File: config.mk
export PLATFORM = sky130hd
export DESIGN_NAME = mod_mul_host_flat
export DESIGN_NICKNAME = d
export VERILOG_FILES = /design/src/rtl/mod_mul_host_if.sv /design/src/rtl/mod_mul_host.sv /design/src/flat_wrapper.sv
export SDC_FILE = /design/constraint.sdc
export NUM_CORES = 1
export LEC_CHECK = 0
export ABC_AREA = 0
export BUFFER_PORTS_ARGS = -buffer_cell sky130_fd_sc_hd__buf_4
export CAP_MARGIN = 20
export CORE_MARGIN = 5
export CORE_UTILIZATION = 45
export DETAILED_ROUTE_END_ITERATION = 8
export PLACE_DENSITY = 0.71
export SLEW_MARGIN = 20
export SYNTH_ARGS = -nofsm -noshare
export SYNTH_HDL_FRONTEND = slang
export SYNTH_SLANG_ARGS = --single-unit
File: constraint.sdc
create_clock -name clk -period 2.39 [get_ports clk]
set_clock_uncertainty 0.1 [all_clocks]
set_input_delay 0.5975 -clock clk [delete_from_list [all_inputs] [get_ports clk]]
set_output_delay 0.5975 -clock clk [all_outputs]
set_load 0.005 [all_outputs]
File: src/rtl/mod_mul_host_if.sv
// Operand/result streams plus the en/busy/done link to the multiplier core.
// slave = host side (mod_mul_host); master = sequencer, consumer and core side.
interface mod_mul_host_if #(parameter int W = 12);
  logic         in_valid;
  logic         in_ready;
  logic [W-1:0] in_a;
  logic [W-1:0] in_b;
  logic         out_valid;
  logic         out_ready;
  logic [W-1:0] out_r;
  logic         mm_en;
  logic [W-1:0] mm_a;
  logic [W-1:0] mm_b;
  logic         mm_busy;
  logic         mm_done;
  logic [W-1:0] mm_r;

  modport slave (
    input  in_valid, in_a, in_b, out_ready, mm_busy, mm_done, mm_r,
    output in_ready, out_valid, out_r, mm_en, mm_a, mm_b
  );

  modport master (
    output in_valid, in_a, in_b, out_ready, mm_busy, mm_done, mm_r,
    input  in_ready, out_valid, out_r, mm_en, mm_a, mm_b
  );
endinterface

File: src/rtl/mod_mul_host.sv
// Issues operand pairs one at a time to the modular multiplier and returns results via a 2-entry FWFT FIFO.
// Latency: accept at N, mm_en at N+1, result visible the cycle after mm_done.
// Backpressure: in_ready drops while an op is in flight, the FIFO is full, the core is busy, or after a timeout.
module mod_mul_host #(
  parameter int W       = 12,
  parameter int TIMEOUT = 64,
  parameter int CNT_W   = 32
) (
  input  logic             clk,
  input  logic             rst_n,
  mod_mul_host_if.slave    bus,
  output logic             timeout,
  output logic [CNT_W-1:0] op_count
);

  localparam int WD_W = (TIMEOUT > 2) ? $clog2(TIMEOUT) : 1;

  typedef enum logic [1:0] {IDLE, ISSUE, WAIT, ERR} state_t;

  state_t          state, state_nxt;
  logic [WD_W-1:0] wdog;
  logic [W-1:0]    mm_a_q, mm_b_q;
  logic [W-1:0]    fifo_head, fifo_tail;
  logic [1:0]      fifo_count;
  logic            accept, push, pop, wdog_hit, ready_c, en_c;

  // wdog becomes TIMEOUT-1 on the same edge that moves us to ERR
  assign wdog_hit = (wdog == WD_W'(TIMEOUT - 2));
  assign pop      = (fifo_count != 2'd0) && bus.out_ready;

  always_comb begin
    state_nxt = state;
    ready_c   = 1'b0;
    en_c      = 1'b0;
    accept    = 1'b0;
    push      = 1'b0;
    case (state)
      IDLE: begin
        ready_c = (fifo_count < 2'd2) && !bus.mm_busy;
        if (bus.in_valid && ready_c) begin
          accept    = 1'b1;
          state_nxt = ISSUE;
        end
      end
      ISSUE: begin
        en_c      = 1'b1;
        state_nxt = WAIT;
      end
      WAIT: begin
        if (bus.mm_done) begin
          push      = 1'b1;
          state_nxt = IDLE;
        end else if (wdog_hit) begin
          state_nxt = ERR;
        end
      end
      ERR:     state_nxt = ERR;
      default: state_nxt = IDLE;
    endcase
  end

  assign bus.in_ready  = ready_c;
  assign bus.mm_en     = en_c;
  assign bus.mm_a      = mm_a_q;
  assign bus.mm_b      = mm_b_q;
  assign bus.out_valid = (fifo_count != 2'd0);
  assign bus.out_r     = (fifo_count != 2'd0) ? fifo_head : '0;
  assign timeout       = (state == ERR);

  always_ff @(posedge clk or negedge rst_n) begin
    if (!rst_n) state <= IDLE;
    else        state <= state_nxt;
  end

  always_ff @(posedge clk or negedge rst_n) begin
    if (!rst_n) begin
      mm_a_q   <= '0;
      mm_b_q   <= '0;
      wdog     <= '0;
      op_count <= '0;
    end else begin
      if (accept) begin
        mm_a_q <= bus.in_a;
        mm_b_q <= bus.in_b;
      end
      if (state == ISSUE)     wdog <= '0;
      else if (state == WAIT) wdog <= wdog + 1'b1;
      if (push) op_count <= op_count + 1'b1;
    end
  end

  // A push always has a free slot: admission required count<2 and nothing else can push meanwhile
  always_ff @(posedge clk or negedge rst_n) begin
    if (!rst_n) begin
      fifo_head  <= '0;
      fifo_tail  <= '0;
      fifo_count <= '0;
    end else begin
      case ({push, pop})
        2'b10: begin
          if (fifo_count == 2'd0) fifo_head <= bus.mm_r;
          else                    fifo_tail <= bus.mm_r;
          fifo_count <= fifo_count + 2'd1;
        end
        2'b01: begin
          fifo_head  <= fifo_tail;
          fifo_count <= fifo_count - 2'd1;
        end
        2'b11: begin
          if (fifo_count == 2'd2) begin
            fifo_head <= fifo_tail;
            fifo_tail <= bus.mm_r;
          end else begin
            fifo_head <= bus.mm_r;
          end
        end
        default: ;
      endcase
    end
  end

endmodule

File: src/flat_wrapper.sv
// flat-port wrapper written by rule: the top's interface ports become plain ports
module mod_mul_host_flat 
#(
  parameter int W       = 12,
  parameter int TIMEOUT = 64,
  parameter int CNT_W   = 32
)
  (clk, rst_n, timeout, op_count, bus_in_valid, bus_in_a, bus_in_b, bus_out_ready, bus_mm_busy, bus_mm_done, bus_mm_r, bus_in_ready, bus_out_valid, bus_out_r, bus_mm_en, bus_mm_a, bus_mm_b);
  mod_mul_host_if #(.W(W)) bus_i ();
  input  logic clk;
  input  logic rst_n;
  output logic timeout;
  output logic [CNT_W-1:0] op_count;
  input wire logic [$bits(bus_i.in_valid)-1:0] bus_in_valid;
  input wire logic [$bits(bus_i.in_a)-1:0] bus_in_a;
  input wire logic [$bits(bus_i.in_b)-1:0] bus_in_b;
  input wire logic [$bits(bus_i.out_ready)-1:0] bus_out_ready;
  input wire logic [$bits(bus_i.mm_busy)-1:0] bus_mm_busy;
  input wire logic [$bits(bus_i.mm_done)-1:0] bus_mm_done;
  input wire logic [$bits(bus_i.mm_r)-1:0] bus_mm_r;
  output wire logic [$bits(bus_i.in_ready)-1:0] bus_in_ready;
  output wire logic [$bits(bus_i.out_valid)-1:0] bus_out_valid;
  output wire logic [$bits(bus_i.out_r)-1:0] bus_out_r;
  output wire logic [$bits(bus_i.mm_en)-1:0] bus_mm_en;
  output wire logic [$bits(bus_i.mm_a)-1:0] bus_mm_a;
  output wire logic [$bits(bus_i.mm_b)-1:0] bus_mm_b;
  assign bus_i.in_valid = bus_in_valid;
  assign bus_i.in_a = bus_in_a;
  assign bus_i.in_b = bus_in_b;
  assign bus_i.out_ready = bus_out_ready;
  assign bus_i.mm_busy = bus_mm_busy;
  assign bus_i.mm_done = bus_mm_done;
  assign bus_i.mm_r = bus_mm_r;
  assign bus_in_ready = bus_i.in_ready;
  assign bus_out_valid = bus_i.out_valid;
  assign bus_out_r = bus_i.out_r;
  assign bus_mm_en = bus_i.mm_en;
  assign bus_mm_a = bus_i.mm_a;
  assign bus_mm_b = bus_i.mm_b;
  mod_mul_host #(.W(W), .TIMEOUT(TIMEOUT), .CNT_W(CNT_W)) u_core (.clk(clk), .rst_n(rst_n), .bus(bus_i), .timeout(timeout), .op_count(op_count));
endmodule
==> results.md, run 1 <==
- Final WL: roughly 8700 um
- H-tree depth: 3
- Layout Utilization: about three fifths
- Die Area: about 11000 um^2
- Startpoint types: flip-flop
- CP max stage cell: dfrtp_1
- Clock Path Buffers: 2
- Site Rows: 34
- Num CTS Buffers: 9
- Top sig layer: met4
- Worst-path clk slew: around 80 ps
- R2R Path End: u_core.fifo_tail[2]$_DFFE_PN0P_
- Pwr Density: roughly 1000 nW/um^2
- Yosys top cell area share: 56.04%
- Syn_nets: 394
- WS Path Type: reg -> reg
- Post-route ant nets: 0
- Max FO, Critical Path: 12
- Ys Warns: 0
- Reg area: ~2300 um^2
- Largest net degree at the start of global routing: 38
- Yosys top cell by area: dfrtp_1
- Netlist cell types: 38
- Post-Route M1 WL: 3602 um
- Area grow syn2layout: 28.74%
- Tightest Hold Check Type: in -> async
- Max Freq: about 0.44 GHz
- FF-to-FF setup slack: ~140 ps
- CTS Sinks: 90
- VDD IR max: roughly 580 uV
- Ys flop type: dfrtp_1
- Root Driver: clkbuf_8
- Design area: approximately 5200 um^2
- Die height: 104.5 um
- Vias in the first global route: between 3000 and 4000
- Gpl congestion: between 0.7 and 0.8
- DRT iter0 DRCs: slightly above 80
- Clock Latency Late Sink: 340 ps
- Slew headroom: between 60 and 70%
- Depth of the worst register-to-register path: 10
- Reg-to-reg startpoint: u_core.state[0]$_DFFE_PN0P_
- Layout cells sized above 1: 38.36%
- Worst Path Required: between 2000 and 3000 ps
- DRT Pass-1 Iters: 4
- Synth area leaders: dfrtp_1 56%, mux2_2 10%, xnor2_1 6.1%, nand2_1 3.4%, ha_1 3.1%
- Final Critical Period: 2250 ps
- Residual DRC: 0
- Starting Density: between 40% and 50%
- Tightest Pin Transition: about 550 ps
- Antenna Cells: 0
- Final HPWL DP: between 6000 and 7000 um
- RSZ-0062 raised after global routing: false
- Sequential share of the synthesized area: between 50% and 60%
- CTS tree: done
- Mapped Area: approximately 4000 um^2
- Worst setup EP type: flip-flop
- Multi-input gate area: 1677 um^2
- GRT Residual Overflow: 0
- Die W: roughly 100 um
- Core Region: between 8000 and 9000 um^2
- Initial antenna violation count: 0
- Pins Over Slew Limit: 0
- # nets final: 513
- Fraction of registers with async set/reset: 100.0%
- Commonest cells in the netlist: 90 x dfrtp_1, 37 x mux2_2, 36 x nand2_1
- Layout fillers: about 700
- Fin. Hold Viols: 0
- Setup TNS: 0 ps
- Worst path cell trace: inv_1, ha_1, nand2_2, inv_2, buf_4, ha_1, a21oi_1, o21ai_1, buf_4, mux2_1
- Total number of vias: 2964
- WP data arrival: between 2000 and 2500 ps
- Setup Buffers After CTS: 0
- Met2 wire length: 4272 um
- Max incr delay on CP: between 400 and 500 ps
- Met3 WL post-DR: 622 um
- Final setup vio count: 0
- Post-DR wirelength/cell: roughly 15 um
- Fin crit share: approximately 94%
- Syn Inst Count: about 340
- Maxcap violations: 0
- Port Buffers: between 100 and 150
- First-pass GRT wire length: around 15000 um
- Status: complete, no violations
- # IOs: between 100 and 150
- Most frequent cell after synthesis: dfrtp_1
- Via/cell ratio: between 5 and 6
- Leak: 2.501 nW
- GRT Util Overall: between 10% and 20%
- Cell Area, Placed: approximately 5000 um^2
- Flops & latches, synth: 90
- Syn_area_per_cell: roughly 12 um^2
- Post-synth EDFFs: 0
[registers in the layout (all words and copies together) (netlist names)]
register and count:
u_core.op_count 32, u_core.fifo_tail 12, u_core.wdog 6, u_core.bus.mm_a 12, u_core.fifo_count 2, u_core.state 2
u_core.fifo_head 12, u_core.bus.mm_b 12
[cells in the final DEF, fill, tap and decap left out, types with 2 or more instances in the layout]
cell type  instances
buf_4            119
dfrtp_1           90
mux2_2            37
nand2_1           36
xnor2_1           28
o21ai_0           15
nor2_1            14
nor2b_1           13
nand3_1           12
a22oi_1           12
ha_1              10
clkbuf_8          10
inv_1              9
nand4_1            8
xor2_1             8
and3_1             7
a21oi_1            6
nor4_1             2
nand2b_1           2
o22ai_1            2
clkinv_2           2
[power by group]
part           internal [W]  leakage (nW)  switching [W]
Sequential          0.00205          1.15       0.000360
Combinational       0.00113          1.27       0.000847
Clock              0.000392        0.0810       0.000487
Total               0.00356          2.50        0.00169
[how the worst max path moves through the flow]
stage,from,endpoint,depth (start not counted)
after floorplan,u_core.state[0]$_DFFE_PN0P_,u_core.fifo_tail[10]$_DFFE_PN0P_,9
after global placement,bus_out_ready,u_core.fifo_head[7]$_DFFE_PN0P_,8
after detailed placement,bus_out_ready,u_core.fifo_head[10]$_DFFE_PN0P_,8
after CTS,u_core.state[0]$_DFFE_PN0P_,u_core.fifo_head[10]$_DFFE_PN0P_,9
after global routing,u_core.state[0]$_DFFE_PN0P_,u_core.fifo_tail[7]$_DFFE_PN0P_,10
final,u_core.state[0]$_DFFE_PN0P_,u_core.fifo_tail[2]$_DFFE_PN0P_,10
[worst max-delay path: cells and delay by family (launching register included)]
kind | cells | cell delay, ps
compound gates | 2 | 240
simple gates | 1 | 130
flops | 1 | 420
mux | 1 | 310
fa+ha+maj | 2 | 430
buf+inv | 4 | 490
[metal layers]
metal | track usage [%] | up-vias
met5 | 0 | -
met4 | 6.198 | 0
met3 | 5.338 | 18
met2 | 26.15 | 85
met1 | 20.81 | 1456
li1 | - | 1405
[area by class of cell]
cell class | instances | area share (%)
Clock buffer | 11 | 2.733
Clock inverter | 3 | 0.3386
Inverter | 10 | 0.7255
Multi-Input combinational cell | 230 | 32.41
Sequential cell | 90 | 43.53
Tap cell | 108 | 2.612
Timing Repair Buffer | 120 | 17.65
[kinds of logic after synthesis]
family	after synthesis	synth area share, %
AOI/OAI and AO/OA	40	6.071
xor gates and xnor gates	36	7.846
adders and majority gates	10	3.113
buffers and inverters	22	2.304
DFF	90	56.04
muxes	38	10.65
and+or+nand+nor	106	13.98
[through the flow]
step	setup slack [ps]	power [W]	instances	hold slack, ps
2_1_floorplan	262.2	0.003453	342	201.9
3_3_place_gp	165.0	0.004345	558	354.5
3_5_place_dp	28.95	0.004439	558	362.2
4_1_cts	6.482	0.005332	572	106.6
5_1_grt	32.57	0.005652	572	132.5
6_report	139.6	0.005258	572	97.79
[what timing repair did]
item                       CTS  global route
setup endpoints to repair    0            12
hold buffers                 0             0
resized for setup            0             1
No activity file was read; power rests on OpenSTA's default activity.
==> run 2, diff against run 1 <==
--- a/config.mk
+++ b/config.mk
@@ -8,10 +8,10 @@
 export ABC_AREA = 0
 export BUFFER_PORTS_ARGS = -buffer_cell sky130_fd_sc_hd__buf_4
 export CAP_MARGIN = 20
-export CORE_MARGIN = 5
-export CORE_UTILIZATION = 45
+export CORE_MARGIN = 4
+export CORE_UTILIZATION = 52
 export DETAILED_ROUTE_END_ITERATION = 8
-export PLACE_DENSITY = 0.71
+export PLACE_DENSITY = 0.8
 export SLEW_MARGIN = 20
 export SYNTH_ARGS = -nofsm -noshare
 export SYNTH_HDL_FRONTEND = slang
==> constraint.sdc (replaced) <==
create_clock -name clk -period 2.54 [get_ports clk]
set_clock_uncertainty 0.1 [all_clocks]
set_input_delay 0.635 -clock clk [delete_from_list [all_inputs] [get_ports clk]]
set_output_delay 0.635 -clock clk [all_outputs]
set_load 0.005 [all_outputs]
==> run 2 against run 1 <==
Setup slack better by 210 ps. Sequential power is 6% lower. Sequential cell count stayed put. Fmax is 2.7% higher. Hold slack better by 65 ps.
==> results.md, run 2 (same netlist as run 1, synthesis figures left out) <==
- Status: complete, no violations
- Slew headroom: a little over three fifths
- Clock Latency Late Sink: ~350 ps
- CTS Sinks: 90
- First-pass GRT wire length: 13590 um
- Worst-path clk slew: approximately 90 ps
- Layout fillers: ~600
- Commonest non-fill, non-tap cell in the layout: buf_4
- Worst path cell trace: inv_1, ha_1, nand2_2, inv_2, ha_1, a21oi_1, o21ai_1, buf_4, mux2_2
- Tightest Hold Check Type: in -> async
- Die W: between 90 and 100 um
- Final Critical Period: about 2200 ps
- Starting Density: between 50% and 60%
- # IOs: 114
- Max Freq: around 0.46 GHz
- GR Layer Usage met3: 4.457%
- Most frequent CP cell: ha_1
- Layout cells sized above 1: about two fifths
- Pins Over Slew Limit: 0
- WP data arrival: approximately 2300 ps
- Worst setup startpoint: u_core.state[0]$_DFFE_PN0P_
- Core Region: ~7400 um^2
- Post-CTS sizing: 0
- Area grow syn2layout: 29.23%
- CTS tree: done
- Max reg flops: 32
- Leak: around 2.5 nW
- DRT iter0 DRCs: 50
- Crit. path cell count: 9
- Depth of the worst register-to-register path: 9
- Final WL: 8476 um
- Hold Buf Count CTS: 0
- Setup Buffers After CTS: 0
- Site Rows: 31
- Root Driver: clkbuf_8
- Max incr delay on CP: around 430 ps
- Worst setup EP type: flip-flop
- H-tree depth: 3
- R2R Path End: u_core.fifo_tail[6]$_DFFE_PN0P_
- Die height: 95.91 um
- Residual DRC: 0
- Max FO, Critical Path: 12
- Min Hold Slack: ~160 ps
- Tightest Pin Transition: about 560 ps
- Die Area: ~9200 um^2
- Setup TNS: 0 ps
- Pwr Density: approximately 980 nW/um^2
- Top Usage Layer GRT: met2
- Cell family with most CP delay: buffers and inverters
- DRT Pass-1 Iters: 5
- Post-route ant nets: 0
- Layout Utilization: between 70% and 80%
- Fin. Hold Viols: 0
- Via/cell ratio: between 5 and 6
- Startpoint types: flip-flop
- Num CTS Buffers: 9
- Initial antenna violation count: 0
- # nets final: 511
- Largest net degree at the start of global routing: between 40 and 50
- RSZ-0062 raised after global routing: false
- Final HPWL DP: about 6400 um
- Gpl congestion: 0.7924
- VDD IR max: 515.2 uV
- Largest register by flop count: u_core.op_count
- CP max stage cell: dfrtp_1
- Maxcap violations: 0
- Commonest non-fill, non-tap cells in the layout: 117 x buf_4, 90 x dfrtp_1, 37 x mux2_2
- GRT Util Overall: between 10% and 20%
- Final setup vio count: 0
- CP Capture Point: u_core.fifo_tail[6]$_DFFE_PN0P_
- GRT Residual Overflow: 0
- Worst Path Required: 2680 ps
- Reg-to-reg startpoint: u_core.state[0]$_DFFE_PN0P_
- Worst path buffer plus inverter count: 3
- Antenna Cells: 0
- FF-to-FF setup slack: between 300 and 400 ps
- Clock Path Buffers: 2
- Total number of vias: 2863
- WS Path Type: reg -> reg
- Port Buffers: 113
- GRT met1 Usage: around a quarter
- Fin crit share: a little under nine tenths
- M2 GR Usage: 33.64%
- Post-DR wirelength/cell: between 15 and 20 um
- Vias in the first global route: ~2800
## run 2: report_power, final
group          leakage, nW  switching (W)  internal, W  total, W
Sequential            1.15       0.000338      0.00192   0.00226
Combinational         1.26       0.000778      0.00105   0.00183
Clock                0.100       0.000493     0.000514   0.00101
Total                 2.51        0.00161      0.00349   0.00510
## run 2: cell type report
class	instances	area [um^2]	area share, %
clock buffers	13	158.9	3.059
clock inverters	3	46.29	0.8914
inverters	10	37.54	0.7227
multi-input cells	230	1677	32.28
flip-flops and latches	90	2252	43.36
well taps	99	123.9	2.385
repair buffers	118	898.4	17.30
## run 2: worst min-delay path by stage
stage | startpoint | endpoint | slack, ps | cells past startpoint
6_report | rst_n | u_core.bus.mm_b[1]$_DFFE_PN0P_ | 160 | 1
2_1_floorplan | rst_n | u_core.bus.mm_a[0]$_DFFE_PN0P_ | 240 | 0
5_1_grt | rst_n | u_core.bus.mm_b[1]$_DFFE_PN0P_ | 180 | 1
4_1_cts | rst_n | u_core.bus.mm_b[1]$_DFFE_PN0P_ | 170 | 1
3_3_place_gp | u_core.fifo_head[11]$_DFFE_PN0P_ | u_core.fifo_head[11]$_DFFE_PN0P_ | 350 | 2
3_5_place_dp | u_core.fifo_head[3]$_DFFE_PN0P_ | u_core.fifo_head[3]$_DFFE_PN0P_ | 370 | 2
## run 2: routing by layer
| layer | wire length [um] | part of all wire, % |
|---|---|---|
| met2 | 4446 | 52 |
| met3 | 397 | 4.7 |
| met4 | 110 | 1.3 |
| met1 | 3522 | 42 |
| met5 | 0 | 0 |
## run 2: stage by stage
stage / instances / worst slack (ps) / area, um^2 / power [W]
2_1_floorplan: 342 / 412.2 / 4019 / 0.003249
3_3_place_gp: 547 / 241.7 / 4986 / 0.004064
3_5_place_dp: 547 / 134.5 / 4986 / 0.004154
4_1_cts: 563 / 94.14 / 5191 / 0.005163
5_1_grt: 563 / 161.8 / 5194 / 0.005450
6_report: 563 / 349.0 / 5194 / 0.005101
